$ cat src/rtl/rr_arb_pkg.sv
// Shared definitions for the 16-requester round-robin arbiter:
// requester count, index width, hold limit and the FSM state encoding.
// The hold limit is only used when ARB_TIMEOUT_EN is defined.
package rr_arb_pkg;

    localparam int N_REQ    = 16;
    localparam int IDX_W    = 4;
    localparam int MAX_HOLD = 8;

    // Hold counter must be able to represent MAX_HOLD itself
    localparam int HOLD_W   = $clog2(MAX_HOLD + 1);

    typedef enum logic {
        IDLE = 1'b0,
        BUSY = 1'b1
    } arb_state_t;

endpackage

$ cat src/rtl/rr_arbiter_16_if.sv
// Request/grant bundle between the requesters and the round-robin arbiter.
// master: requester side (drives en/req/done); slave: arbiter side.
interface rr_arbiter_16_if;
    import rr_arb_pkg::*;

    logic             en;
    logic [N_REQ-1:0] req;
    logic             done;
    logic [N_REQ-1:0] gnt;
    logic [IDX_W-1:0] gnt_idx;
    logic             gnt_valid;
    logic             timeout;

    modport master (
        output en, req, done,
        input  gnt, gnt_idx, gnt_valid, timeout
    );

    modport slave (
        input  en, req, done,
        output gnt, gnt_idx, gnt_valid, timeout
    );

endinterface

$ cat src/rtl/rr_prio_enc16.sv
// Combinational 16->4 rotating priority encoder. The request vector is
// rotated so the start pointer lands at bit 0, the lowest set bit is found,
// and the pointer is added back (mod 16) to give the absolute index.
module rr_prio_enc16
    import rr_arb_pkg::*;
(
    input  logic [N_REQ-1:0] req_i,
    input  logic [IDX_W-1:0] ptr_i,
    output logic [IDX_W-1:0] idx_o,
    output logic             valid_o
);

    logic [N_REQ-1:0] rotReq;
    logic [IDX_W-1:0] rotIdx;

    // Rotate right by the pointer, pick the lowest set bit, then un-rotate
    always_comb begin
        rotReq = N_REQ'({req_i, req_i} >> ptr_i);
        rotIdx = '0;
        for (int i = N_REQ - 1; i >= 0; i--) begin
            if (rotReq[i]) begin
                rotIdx = IDX_W'(i);
            end
        end
        idx_o   = rotIdx + ptr_i;
        valid_o = |req_i;
    end

endmodule

$ cat src/rtl/rr_arbiter_16.sv
// Round-robin arbiter for 16 requesters: IDLE/BUSY FSM, rotating priority
// pointer and registered one-hot grant plus binary index. A grant is held
// until done or until the granted request drops.
// Optional feature macro: ARB_TIMEOUT_EN -- adds a hold counter that revokes
// a grant after MAX_HOLD busy cycles and pulses timeout for one cycle.
module rr_arbiter_16
    import rr_arb_pkg::*;
(
    input logic            clk,
    input logic            rst_n,
    rr_arbiter_16_if.slave bus
);

    arb_state_t       state_q, state_d;
    logic [N_REQ-1:0] gnt_q, gnt_d;
    logic [IDX_W-1:0] idx_q, idx_d;
    logic [IDX_W-1:0] ptr_q, ptr_d;
    logic [IDX_W-1:0] encIdx;
    logic             encValid;
`ifdef ARB_TIMEOUT_EN
    logic [HOLD_W-1:0] holdCnt_q, holdCnt_d;
    logic              timeout_q, timeout_d;
`endif

    rr_prio_enc16 u_enc (
        .req_i   (bus.req),
        .ptr_i   (ptr_q),
        .idx_o   (encIdx),
        .valid_o (encValid)
    );

    // Next-state logic: grant from IDLE, release from BUSY
    always_comb begin
        state_d = state_q;
        gnt_d   = gnt_q;
        idx_d   = idx_q;
        ptr_d   = ptr_q;
`ifdef ARB_TIMEOUT_EN
        holdCnt_d = holdCnt_q;
        timeout_d = 1'b0;
`endif
        case (state_q)
            IDLE: begin
                if (bus.en && encValid) begin
                    state_d = BUSY;
                    gnt_d   = N_REQ'(1) << encIdx;
                    idx_d   = encIdx;
                    ptr_d   = encIdx + IDX_W'(1);
`ifdef ARB_TIMEOUT_EN
                    holdCnt_d = '0;
`endif
                end
            end
            BUSY: begin
                if (bus.done || !bus.req[idx_q]) begin
                    state_d = IDLE;
                    gnt_d   = '0;
                end
`ifdef ARB_TIMEOUT_EN
                else if (holdCnt_q == HOLD_W'(MAX_HOLD - 1)) begin
                    state_d   = IDLE;
                    gnt_d     = '0;
                    timeout_d = 1'b1;
                end else begin
                    holdCnt_d = holdCnt_q + HOLD_W'(1);
                end
`endif
            end
            default: begin
                state_d = IDLE;
                gnt_d   = '0;
            end
        endcase
    end

    // State, pointer and output registers
    always_ff @(posedge clk or negedge rst_n) begin
        if (!rst_n) begin
            state_q <= IDLE;
            gnt_q   <= '0;
            idx_q   <= '0;
            ptr_q   <= '0;
        end else begin
            state_q <= state_d;
            gnt_q   <= gnt_d;
            idx_q   <= idx_d;
            ptr_q   <= ptr_d;
        end
    end

`ifdef ARB_TIMEOUT_EN
    // Hold counter and one-cycle timeout pulse
    always_ff @(posedge clk or negedge rst_n) begin
        if (!rst_n) begin
            holdCnt_q <= '0;
            timeout_q <= 1'b0;
        end else begin
            holdCnt_q <= holdCnt_d;
            timeout_q <= timeout_d;
        end
    end

    assign bus.timeout = timeout_q;
`else
    assign bus.timeout = 1'b0;
`endif

    assign bus.gnt       = gnt_q;
    assign bus.gnt_idx   = idx_q;
    assign bus.gnt_valid = (state_q == BUSY);

endmodule

$ cat src/flat_wrapper.sv
// flat-port wrapper written by rule: the top's interface ports become plain ports
module rr_arbiter_16_flat import rr_arb_pkg::*;
  (clk, rst_n, bus_en, bus_req, bus_done, bus_gnt, bus_gnt_idx, bus_gnt_valid, bus_timeout);
  rr_arbiter_16_if bus_i ();
  input logic clk;
  input logic rst_n;
  input wire logic [$bits(bus_i.en)-1:0] bus_en;
  input wire logic [$bits(bus_i.req)-1:0] bus_req;
  input wire logic [$bits(bus_i.done)-1:0] bus_done;
  output wire logic [$bits(bus_i.gnt)-1:0] bus_gnt;
  output wire logic [$bits(bus_i.gnt_idx)-1:0] bus_gnt_idx;
  output wire logic [$bits(bus_i.gnt_valid)-1:0] bus_gnt_valid;
  output wire logic [$bits(bus_i.timeout)-1:0] bus_timeout;
  assign bus_i.en = bus_en;
  assign bus_i.req = bus_req;
  assign bus_i.done = bus_done;
  assign bus_gnt = bus_i.gnt;
  assign bus_gnt_idx = bus_i.gnt_idx;
  assign bus_gnt_valid = bus_i.gnt_valid;
  assign bus_timeout = bus_i.timeout;
  rr_arbiter_16 u_core (.clk(clk), .rst_n(rst_n), .bus(bus_i));
endmodule
$ cat config.mk
export PLATFORM = sky130hd
export DESIGN_NAME = rr_arbiter_16_flat
export DESIGN_NICKNAME = d
export VERILOG_FILES = /design/src/rtl/rr_arb_pkg.sv /design/src/rtl/rr_arbiter_16_if.sv /design/src/rtl/rr_prio_enc16.sv /design/src/rtl/rr_arbiter_16.sv /design/src/flat_wrapper.sv
export SDC_FILE = /design/constraint.sdc
export NUM_CORES = 1
export LEC_CHECK = 0
export ABC_AREA = 0
export CAP_MARGIN = 0
export CELL_PAD_IN_SITES_DETAIL_PLACEMENT = 1
export CELL_PAD_IN_SITES_GLOBAL_PLACEMENT = 1
export CORE_UTILIZATION = 46
export CTS_BUF_LIST = sky130_fd_sc_hd__clkbuf_16
export CTS_CLUSTER_SIZE = 40
export DETAILED_ROUTE_END_ITERATION = 8
export PLACE_DENSITY_LB_ADDON = 0.2
export SKIP_CTS_REPAIR_TIMING = 1
export SLEW_MARGIN = 40
export SYNTH_ARGS = -nofsm -noshare
export SYNTH_HDL_FRONTEND = slang
export SYNTH_HIERARCHICAL = 1
export SYNTH_SLANG_ARGS = --single-unit
$ cat constraint.sdc
create_clock -name clk -period 9.4 [get_ports clk]
set_clock_uncertainty 0.05 [all_clocks]
set_input_delay 1.88 -clock clk [delete_from_list [all_inputs] [get_ports clk]]
set_output_delay 1.88 -clock clk [all_outputs]
set_load 0.02 [all_outputs]
Yosys cells after proc, flatten, opt, wreduce, memory -nomap -nowiden
Index checks and enable logic that the tools add are counted.
{"block": "word_totals", "regBits": 25, "latchBits": 0, "ramBits": 0, "romBits": 0, "in_bits": 20, "output_inout_bits": 22, "word_cells": 42, "n_memories": 0}
{"block": "op_classes", "n_addsub": 2, "multipliers": 0, "div_mod_pow": 0, "n_lt_le_gt_ge": 1, "n_eq_ne": 2, "shift": 2, "n_mux": 24, "n_bitwise": 1, "n_reduce_logical": 6}
{"cell": "4-bit 2-to-1 mux", "count": 16}
{"cell": "16-bit 2-to-1 mux", "count": 2}
{"cell": "16-bit case mux with 2 select lines", "count": 1}
{"cell": "32-bit by 4-bit right shift with 16-bit output", "count": 1}
{"cell": "16-bit OR reduction", "count": 1}
{"cell": "1-bit by 4-bit << shifter with 16-bit output, first input constant", "count": 1}
{"cell": "4-bit by 5-bit < comparator with 1-bit output, second input constant", "count": 1}
{"cell": "4-bit by 1-bit adder with 4-bit output, second input constant", "count": 1}
{"cell": "4-bit adder", "count": 1}
{"cell": "1-bit binary-select mux with 4-bit select", "count": 1}
{"cell": "2-bit AND reduction", "count": 2}
{"cell": "1-bit 2-to-1 mux", "count": 3}
{"cell": "2-bit by 1-bit != test with 1-bit output, second input constant", "count": 1}
{"cell": "2-bit != test, second input constant", "count": 1}
{"cell": "1-bit case mux with 2 select lines", "count": 1}
{"cell": "1-bit logical AND", "count": 1}
{"cell": "1-bit logical NOT", "count": 1}
{"cell": "1-bit logical OR", "count": 1}
{"cell": "1-bit inverter", "count": 1}

Depth between registers and ports, before layout
Gate-level depths: netlist of run 1.
{"block": "logic_depth", "word_depth": 21, "ltp_mapped": 17, "ltp_nobuf": 14}

Hierarchy
Netlist of run 1, hierarchy kept.
{"module": "rr_arbiter_16", "instances": 1, "cells_per_inst": 108, "area_per_inst_um2": 1228.7, "seq_area_each_um2": 625.6}
{"module": "rr_prio_enc16", "instances": 1, "cells_per_inst": 99, "area_per_inst_um2": 1181.1, "seq_area_each_um2": 0.0}

Least setup slack after synthesis of run 1
OpenSTA, ideal clock, no wires.
{"block": "synth_timing", "path_type": "input -> register", "from": "in bus_req[7]", "to": "reg u_core.gnt_q[10], in the netlist u_core/bus.gnt[10]", "setup_time_ns": 0.067, "arrival_ns": 5.084, "t_required_ns": 9.283, "path_slack_ns": 4.199, "stages": 15, "n_path_buf": 1, "cell_sequence": "mux4_1 mux4_2 or2_4 nor2_1 o21ai_1 a31oi_1 ha_1 a21o_1 a21oi_1 xnor2_1 xnor2_1 clkbuf_1 nand2_1 nor2_1 a32o_1"}
{"block": "synth_via", "elab_chain_len": 21, "word_cells_on_any_way": 30, "classes_between": "add/sub (1); eq/ne (2); shift (2); mux (20); reduce/logical (5)"}
{"element": "start: declaration", "line": "flat_wrapper.sv:8", "text": "input wire logic [$bits(bus_i.req)-1:0] bus_req;"}
{"element": "32-bit by 4-bit right shift with 16-bit output (*)", "line": "rr_prio_enc16.sv:18", "text": "rotReq = N_REQ'({req_i, req_i} >> ptr_i);"}
{"element": "4-bit 2-to-1 mux (15 in series)", "line": "rr_prio_enc16.sv:21", "text": "if (rotReq[i]) begin"}
{"element": "4-bit 2-to-1 mux (*)", "line": "rr_prio_enc16.sv:21"}
{"element": "4-bit adder (*)", "line": "rr_prio_enc16.sv:25", "text": "idx_o = rotIdx + ptr_i;"}
{"element": "net u_core.encIdx[3]", "line": "rr_arbiter_16.sv:18", "text": "logic [IDX_W-1:0] encIdx;"}
{"element": "1-bit by 4-bit << shifter with 16-bit output (*)", "line": "rr_arbiter_16.sv:46", "text": "gnt_d = N_REQ'(1) << encIdx;"}
{"element": "16-bit 2-to-1 mux (*)", "line": "rr_arbiter_16.sv:44", "text": "if (bus.en && encValid) begin"}
{"element": "16-bit case mux with 2 select lines (*)", "line": "rr_arbiter_16.sv:42", "text": "case (state_q)"}
{"element": "end signal: assignment", "line": "rr_arbiter_16.sv:85", "text": "gnt_q <= gnt_d;"}
{"element": "end: declaration", "line": "rr_arbiter_16.sv:15", "text": "logic [N_REQ-1:0] gnt_q, gnt_d;"}
Mark *: on every way through the listed nets, which the timed path passes. The rest lies on a longest branch. The select of a mux whose other input is x is not followed.
A chain may end at the register's enable or synchronous reset.

Final worst setup path of run 1
{"block": "layout_timing", "from": "in bus_req[8]", "to": "reg u_core.gnt_q[14], in the netlist u_core/bus.gnt[14]"}
Same word-level chain as after synthesis.

==> results of run 1 <==
-- logic make-up (layout without fill, tap and decap cells) --
kind of cell	Yosys count	after routing	synth area share
AND/OR/NAND/NOR	57	57	0.119
buffers and inverters	22	53	0.0540
other	1	1	0.00156
adder cells (fa/ha/maj)	10	10	0.0550
AO/OA/AOI/OAI	38	38	0.131
XOR/XNOR	4	4	0.0145
multiplexers	50	50	0.365
flip-flops	25	25	0.260
-- report_power, final --
| part | total [mW] | switching [mW] | leakage [nW] | internal [mW] |
|---|---|---|---|---|
| Sequential | 0.222 | 0.0761 | 0.333 | 0.146 |
| Clock | 0.0941 | 0.0368 | 0.0409 | 0.0573 |
| Combinational | 0.833 | 0.448 | 0.797 | 0.385 |
| Total | 1.15 | 0.561 | 1.17 | 0.589 |
-- final cells by class --
type	instances	area share
Clock buffer	3	0.0261
Clock inverter	1	0.00174
Tap cell	67	0.0291
Inverter	8	0.0104
Multi-Input combinational cell	160	0.575
Timing Repair Buffer	41	0.140
Sequential cell	25	0.218
-- per-stage QoR --
stage	worst slack [ps]	hold slack (ps)	instance area (µm²)	power (mW)
CTS	3330	479	2880	1.15
finish	3280	473	2880	1.15
global placement	3220	458	2800	1.02
detailed placement	3060	465	2800	1.05
global route	3010	504	2880	1.24
floorplan	4200	419	2410	0.836
-- sequential cells by signal (all words and copies together), names as in the netlist --
| name | cells |
|---|---|
| u_core/bus.gnt | 16 |
| u_core/bus.gnt_idx | 4 |
| u_core/bus.gnt_valid | 1 |
| u_core/ptr_q | 4 |
-- worst max-delay path, delay by kind of cell --
kind	cells	cell delay [ps]
mux	2	1170
compound gates	5	850
simple gates	4	810
xor+xnor	2	690
buf+inv	1	540
fa+ha+maj	1	290
-- layer usage --
metal | share of wire | GRT usage | vias to the layer above
met5 | 0 | 0 | -
li1 | - | - | 887
met1 | 0.46 | 0.355 | 1030
met2 | 0.49 | 0.399 | 64
met3 | 0.042 | 0.0325 | 4
met4 | 0.0029 | 0.0252 | 0
-- cells in the mapped netlist, types with 3 or more instances --
library cell / count
sky130_fd_sc_hd__clkbuf_1: 7
sky130_fd_sc_hd__mux2i_1: 14
sky130_fd_sc_hd__mux4_2: 15
sky130_fd_sc_hd__ha_1: 9
sky130_fd_sc_hd__dfrtp_1: 25
sky130_fd_sc_hd__inv_1: 7
sky130_fd_sc_hd__nand3_1: 5
sky130_fd_sc_hd__nor4_1: 4
sky130_fd_sc_hd__a32o_1: 14
sky130_fd_sc_hd__a21boi_0: 3
sky130_fd_sc_hd__o21ai_0: 6
sky130_fd_sc_hd__mux2_2: 6
sky130_fd_sc_hd__mux2_1: 4
sky130_fd_sc_hd__buf_6: 3
sky130_fd_sc_hd__nand2_1: 21
sky130_fd_sc_hd__nor2_1: 11
sky130_fd_sc_hd__mux4_1: 11
-- cells in the final DEF (no fill, tap or decap), drive strengths merged, types with 3 or more instances in the layout --
| master | netlist | layout |
|---|---|---|
| clkbuf | 7 | 3 |
| or2 | 5 | 5 |
| nand3 | 6 | 6 |
| mux4 | 26 | 26 |
| mux2 | 10 | 10 |
| mux2i | 14 | 14 |
| nor3 | 3 | 3 |
| nor2 | 11 | 11 |
| a21boi | 3 | 3 |
| dfrtp | 25 | 25 |
| ha | 9 | 9 |
| nand2 | 21 | 21 |
| inv | 7 | 7 |
| clkdlybuf4s50 | 0 | 39 |
| nor4 | 4 | 4 |
| o21ai | 7 | 7 |
| a32o | 14 | 14 |
-- worst max-delay path by stage --
stage                                      to   startpoint  depth (start not counted)  slack (ps)
5_1_grt        u_core/bus.gnt[14]$_DFFE_PN0P_  bus_req[11]                         15        3010
4_1_cts        u_core/bus.gnt[14]$_DFFE_PN0P_  bus_req[10]                         15        3330
6_report       u_core/bus.gnt[14]$_DFFE_PN0P_   bus_req[8]                         15        3280
2_1_floorplan  u_core/bus.gnt[10]$_DFFE_PN0P_   bus_req[7]                         15        4200
3_3_place_gp    u_core/bus.gnt[8]$_DFFE_PN0P_   bus_req[3]                         15        3220
3_5_place_dp   u_core/bus.gnt[13]$_DFFE_PN0P_  bus_req[10]                         15        3060
==> results.md, run 1 <==
- Maximum clock path buffer count: 2
- Top-level port count: 42
- Die Y-Extent: 74.4 µm
- Data arrival time at the worst-slack endpoint: 6260 ps
- CTS tree: done
- Class of the most critical setup path: in2reg
- Number of search-and-repair iterations in the first detailed-routing pass: 4
- Synthesis warning total: 6
- Full die area: 0.00553 mm²
- Clock latency of the later-clocked register in the worst-skew pair: 260 ps
- Vias after detailed routing: 1,985
- Max-cap violations: 0
- Count of state elements after synthesis: 25
- Total clock sinks: 25
- Share of final-layout standard cells stronger than drive strength 1: 0.147
- Startpoint of the tightest hold check path: u_core/bus.gnt[3]$_DFFE_PN0P_
- Fraction of synthesis flops using an asynchronous set or reset pin: 1.00
- Most area-consuming cells after synthesis: sky130_fd_sc_hd__dfrtp_1 (26%), sky130_fd_sc_hd__mux4_2 (14%), sky130_fd_sc_hd__mux4_1 (12%), sky130_fd_sc_hd__a32o_1 (5.8%), sky130_fd_sc_hd__mux2i_1 (5.8%)
- Antenna violations before repair: 0
- Peak supply drop: 0.194 mV
- Clock transition at the registers of the reported paths: 60 ps
- Total track usage: 0.242
- Final estimated routing congestion in global placement: 0.833
- Critical path launch point type: input port
- Data required time at the worst endpoint: 9540 ps
- Ordered list of cells on the worst path: clkdlybuf4s50_1 > mux4_1 > mux4_1 > or2_4 > nor2_1 > o21ai_1 > a31oi_1 > ha_1 > a21o_1 > a21oi_1 > xnor2_1 > xnor2_1 > nand2_1 > nor2_1 > a32o_1
- Detailed Route WL: 6150 µm
- Post-layout min period: 6120 ps
- Clock buffer count from CTS: 3
- Level count of the clock H-tree: 1
- Clk root buf: sky130_fd_sc_hd__clkbuf_16
- Initial Util: 0.494
- Final ANT Viol Nets: 0
- Vias per inst: 6.51
- Final max-slew violation count: 0
- DRC errors left: 0
- Post-synthesis instance area: 0.00241 mm²
- Synthesis-to-layout area growth: 19.4%
- # diodes: 0
- Leading register cell type out of synthesis: sky130_fd_sc_hd__dfrtp_1
- Reg area: 627 µm²
- Worst-Margin Slew: 691 ps
- Maximum number of pins on one net before global-route repair: 32
- CP endpoint kind: flip-flop
- Port buffer count: 40
- Fmax: 0.163 GHz
- Highest-delay cell along the critical path: sky130_fd_sc_hd__mux4_1
- Global route total overflow: 0
- Setup violators final: 0
- Wire length of the first global-routing pass: 10,300 µm
- Total number of nets in the final design: 269
- LEAKAGE: 1.17 nW
- Number of library cell types mapped by synthesis: 49
- Cells after DPL: 301
- Setup repair after global routing missed its margin: no
- Source of the worst register-to-register timing path: u_core/ptr_q[2]$_DFFE_PN0P_
- Setup TNS: 0 ps
- Number of DRC markers in iteration 0: 107
- Max Fanout on Critical Path: 7
- Register area share after synthesis: 0.260
- Final hold violation count: 0
- Register-to-Register Path Depth: 14
- Post-synthesis area per instance: 11.6 µm²
- Remaining max-slew budget at the tightest pin: 0.536
- Fraction of synthesized cell area taken by the top area cell type: 0.260
- Areal power density over the cells: 400 mW/mm²
- Fillcell total: 525
- Std cell rows: 25
- Crit share post-route: 0.651
- Final standard cell utilization of the core: 0.590
- Combined area of the multi-input logic cells: 0.00165 mm²
- Post-route insts no fill: 305
- Critical R2R Capture: u_core/bus.gnt[14]$_DFFE_PN0P_
- Status: completed
- Cell taking the most area after synthesis: sky130_fd_sc_hd__dfrtp_1
- Post-detail-place hpwl: 4650 µm
- Core Area: 0.00488 mm²
- Delay contributed by the slowest stage of the critical path: 600 ps
- Endpoint, Worst Hold: u_core/bus.gnt[3]$_DFFE_PN0P_
- Number of synthesized flops with an enable pin: 0
- Post-Synthesis Cells: 207
- Setup slack, reg-to-reg: 4620 ps
- Worst hold path depth: 1
- Routed WL per cell: 20.2 µm
- Width of the die: 74.4 µm
- Vias in the first global route: 2,017
- Synthesized Nets: 237
- Worst hold path class: reg2reg
No activity file was read; power rests on OpenSTA's default activity.
==> run 2: changes to the inputs <==
- CORE_UTILIZATION: 46 -> 43
- clock period: 9.4 -> 5.9 ns (I/O delays scaled with it)
==> run 2 against run 1 <==
Effect of this change:
- hold slack improved by 3.2 ps
- non-clock buffer count increased by 1
- largest cell class unchanged
- first-iteration DRC count unchanged
- combinational power increased by 62%
- sequential share of layout area decreased by 0.076 points
- sequential power increased by 56%
- power increased by 60%
- final area increased by 0.35%
- register-to-register slack got worse by 3400 ps
- global-route usage decreased by 1.4 points
==> results.md, run 2 (synthesis results as in run 1) <==
- Max-cap violations: 0 (unchanged)
- Post-layout min period: 5360 ps
- Clk root buf: sky130_fd_sc_hd__clkbuf_16 (unchanged)
- Total number of nets in the final design: 270 (was 269)
- Clock transition at the registers of the reported paths: 60 ps (about the same)
- Final max-slew violation count: 0 (unchanged)
- Number of DRC markers in iteration 0: 107 (unchanged)
- Number of search-and-repair iterations in the first detailed-routing pass: 4 (unchanged)
- Routed WL per cell: 20.6 µm (was 20.2 µm)
- Total clock sinks: 25 (unchanged)
- Max Fanout on Critical Path: 7 (unchanged)
- Setup TNS: 0 ps (unchanged)
- Post-placement worst setup slack: 341 ps (was 3060 ps)
- Final hold violation count: 0 (unchanged)
- Peak supply drop: 0.326 mV (was 0.194 mV)
- Class of the most critical setup path: in2reg (unchanged)
- Data required time at the worst endpoint: 6040 ps (was 9540 ps)
- Delay contributed by the slowest stage of the critical path: 620 ps (was 600 ps)
- Vias per inst: 6.24 (was 6.51)
- Most common library cell in the layout ignoring fill and taps: sky130_fd_sc_hd__clkdlybuf4s50_1 (unchanged)
- Endpoint, Worst Hold: u_core/bus.gnt[0]$_DFFE_PN0P_ (was u_core/bus.gnt[3]$_DFFE_PN0P_)
- Post-detail-place hpwl: 4860 µm (was 4650 µm)
- CTS tree: done (unchanged)
- Worst-Margin Slew: 565 ps (was 691 ps)
- Share of final-layout standard cells stronger than drive strength 1: 0.146 (was 0.147)
- CP endpoint kind: flip-flop (unchanged)
- Vias in the first global route: 2,019 (was 2,017)
- Maximum number of pins on one net before global-route repair: 32 (unchanged)
- Level count of the clock H-tree: 1 (unchanged)
- Fillcell total: 554 (was 525)
- Post-route insts no fill: 309 (was 305)
- Detailed Route WL: 6350 µm (was 6150 µm)
- Vias after detailed routing: 1,929 (was 1,985)
- Overall Power: 1.85 mW (was 1.15 mW)
- Setup repair after global routing missed its margin: no (unchanged)
- Status: completed (unchanged)
- Final ANT Viol Nets: 0 (unchanged)
- Max FFs per register: 16 (unchanged)
- Die Y-Extent: 76.9 µm (was 74.4 µm)
- Full die area: 0.00591 mm² (was 0.00553 mm²)
- Critical path launch point type: input port (unchanged)
- Data arrival time at the worst-slack endpoint: 5500 ps (was 6260 ps)
- Setup violators final: 0 (unchanged)
- Leading cell types in the layout, fill and taps excluded: sky130_fd_sc_hd__clkdlybuf4s50_1 (39), sky130_fd_sc_hd__dfrtp_1 (24), sky130_fd_sc_hd__nand2_1 (21) (unchanged)
- Crit share post-route: 0.909
- Final estimated routing congestion in global placement: 0.807 (was 0.833)
- Cells after DPL: 305 (was 301)
- Wire length of the first global-routing pass: 10,700 µm (was 10,300 µm)
- Register-to-Register Path Depth: 14 (unchanged)
- LEAKAGE: 1.18 nW (was 1.17 nW)
- Fmax: 0.187 GHz
- Clock buffer count from CTS: 3 (unchanged)
- Synthesis-to-layout area growth: 19.8% (was 19.4%)
- Worst path buffer plus inverter count: 1 (unchanged)
- Highest-delay cell along the critical path: sky130_fd_sc_hd__mux4_1 (unchanged)
- Startpoint of the tightest hold check path: u_core/bus.gnt[0]$_DFFE_PN0P_ (was u_core/bus.gnt[3]$_DFFE_PN0P_)
- Reg area: 627 µm² (unchanged)
- Width of the die: 76.9 µm (was 74.4 µm)
- Combined area of the multi-input logic cells: 0.00165 mm² (unchanged)
- Antenna violations before repair: 0 (unchanged)
- DRC errors left: 0 (unchanged)
- Ordered list of cells on the worst path: clkdlybuf4s50_1 > mux4_1 > mux4_1 > or2_4 > nor2_1 > o21ai_1 > a31oi_1 > ha_1 > a21o_1 > a21oi_1 > xnor2_1 > xnor2_1 > nand2_1 > nor2_1 > a32o_1 (unchanged)
- Core Area: 0.00524 mm² (was 0.00488 mm²)
- Port buffer count: 40 (unchanged)
- Areal power density over the cells: 639 mW/mm² (was 400 mW/mm²)
- Std cell rows: 26 (was 25)
- Clock latency of the later-clocked register in the worst-skew pair: 260 ps (about the same)
- Critical R2R Capture: u_core/bus.gnt[8]$_DFFE_PN0P_ (was u_core/bus.gnt[14]$_DFFE_PN0P_)
- Remaining max-slew budget at the tightest pin: 0.620 (was 0.536)
- Global route total overflow: 0 (unchanged)
- Initial Util: 0.460 (was 0.494)
- Maximum clock path buffer count: 2 (unchanged)
- Worst hold path depth: 1 (unchanged)
- Final setup slack of the worst path: 539 ps (was 3280 ps)
- Top-level port count: 42 (unchanged)
- Total track usage: 0.228 (was 0.242)
- Worst hold path class: reg2reg (unchanged)
- Source of the worst register-to-register timing path: u_core/ptr_q[1]$_DFFE_PN0P_ (was u_core/ptr_q[2]$_DFFE_PN0P_)
- # diodes: 0 (unchanged)
- Setup slack, reg-to-reg: 1200 ps (was 4620 ps)
- Cell family with most CP delay: multiplexers (unchanged)
==> run 2: cell count changes in the layout (fill, tap and decap cells not counted) <==
cell	delta
sky130_fd_sc_hd__buf_4	+1
sky130_fd_sc_hd__inv_1	+1
sky130_fd_sc_hd__clkinv_2	-1
==> run 2: worst register-to-register path, stage by stage, from the launching register on <==
cell and delay [ps]:
sky130_fd_sc_hd__dfrtp_2 690, sky130_fd_sc_hd__mux4_1 740, sky130_fd_sc_hd__mux4_2 530, sky130_fd_sc_hd__nor2_1 150
sky130_fd_sc_hd__a21boi_0 230, sky130_fd_sc_hd__o21ai_1 100, sky130_fd_sc_hd__a31oi_1 280, sky130_fd_sc_hd__ha_1 290
sky130_fd_sc_hd__a21o_1 170, sky130_fd_sc_hd__a21oi_1 160, sky130_fd_sc_hd__xnor2_1 100, sky130_fd_sc_hd__xnor2_1 510
sky130_fd_sc_hd__nand2_1 200, sky130_fd_sc_hd__nor2_1 270, sky130_fd_sc_hd__a32o_1 170
==> run 2: worst max path at each step <==
stage,from,slack (ps),depth (start not counted),endpoint
floorplan,bus_req[7],1400,15,u_core/bus.gnt[10]$_DFFE_PN0P_
CTS,bus_req[3],530,15,u_core/bus.gnt[8]$_DFFE_PN0P_
global route,bus_req[5],200,15,u_core/bus.gnt[8]$_DFFE_PN0P_
global placement,bus_req[5],480,15,u_core/bus.gnt[8]$_DFFE_PN0P_
finish,bus_req[3],540,15,u_core/bus.gnt[8]$_DFFE_PN0P_
detailed placement,bus_req[3],340,15,u_core/bus.gnt[8]$_DFFE_PN0P_
==> run 2: final cells by class <==
| class | instances | area share |
|---|---|---|
| clock buffer | 3 | 0.0260 |
| tap | 70 | 0.0303 |
| multi-input combinational | 160 | 0.573 |
| clock inverter | 1 | 0.00130 |
| timing repair buffer | 42 | 0.142 |
| sequential | 25 | 0.217 |
| inverter | 8 | 0.0104 |
==> run 2: routing by layer <==
layer / part of all wire / global-route usage
met5: 0 / 0
met4: 0.0020 / 0.0308
met3: 0.034 / 0.0274
met2: 0.49 / 0.386
met1: 0.47 / 0.321
==> run 2: power breakdown <==
part	internal [mW]	switching [mW]
sequential	0.233	0.114
clock	0.0905	0.0574
combinational	0.618	0.732
==> run 2: through the flow <==
stage,utilization,cell area (µm²),hold WS [ps]
after global placement,0.537,2810,458
final,0.551,2890,476
after global routing,0.551,2890,507
after floorplan,-,2410,419
after CTS,0.551,2890,478
after detailed placement,0.536,2810,464
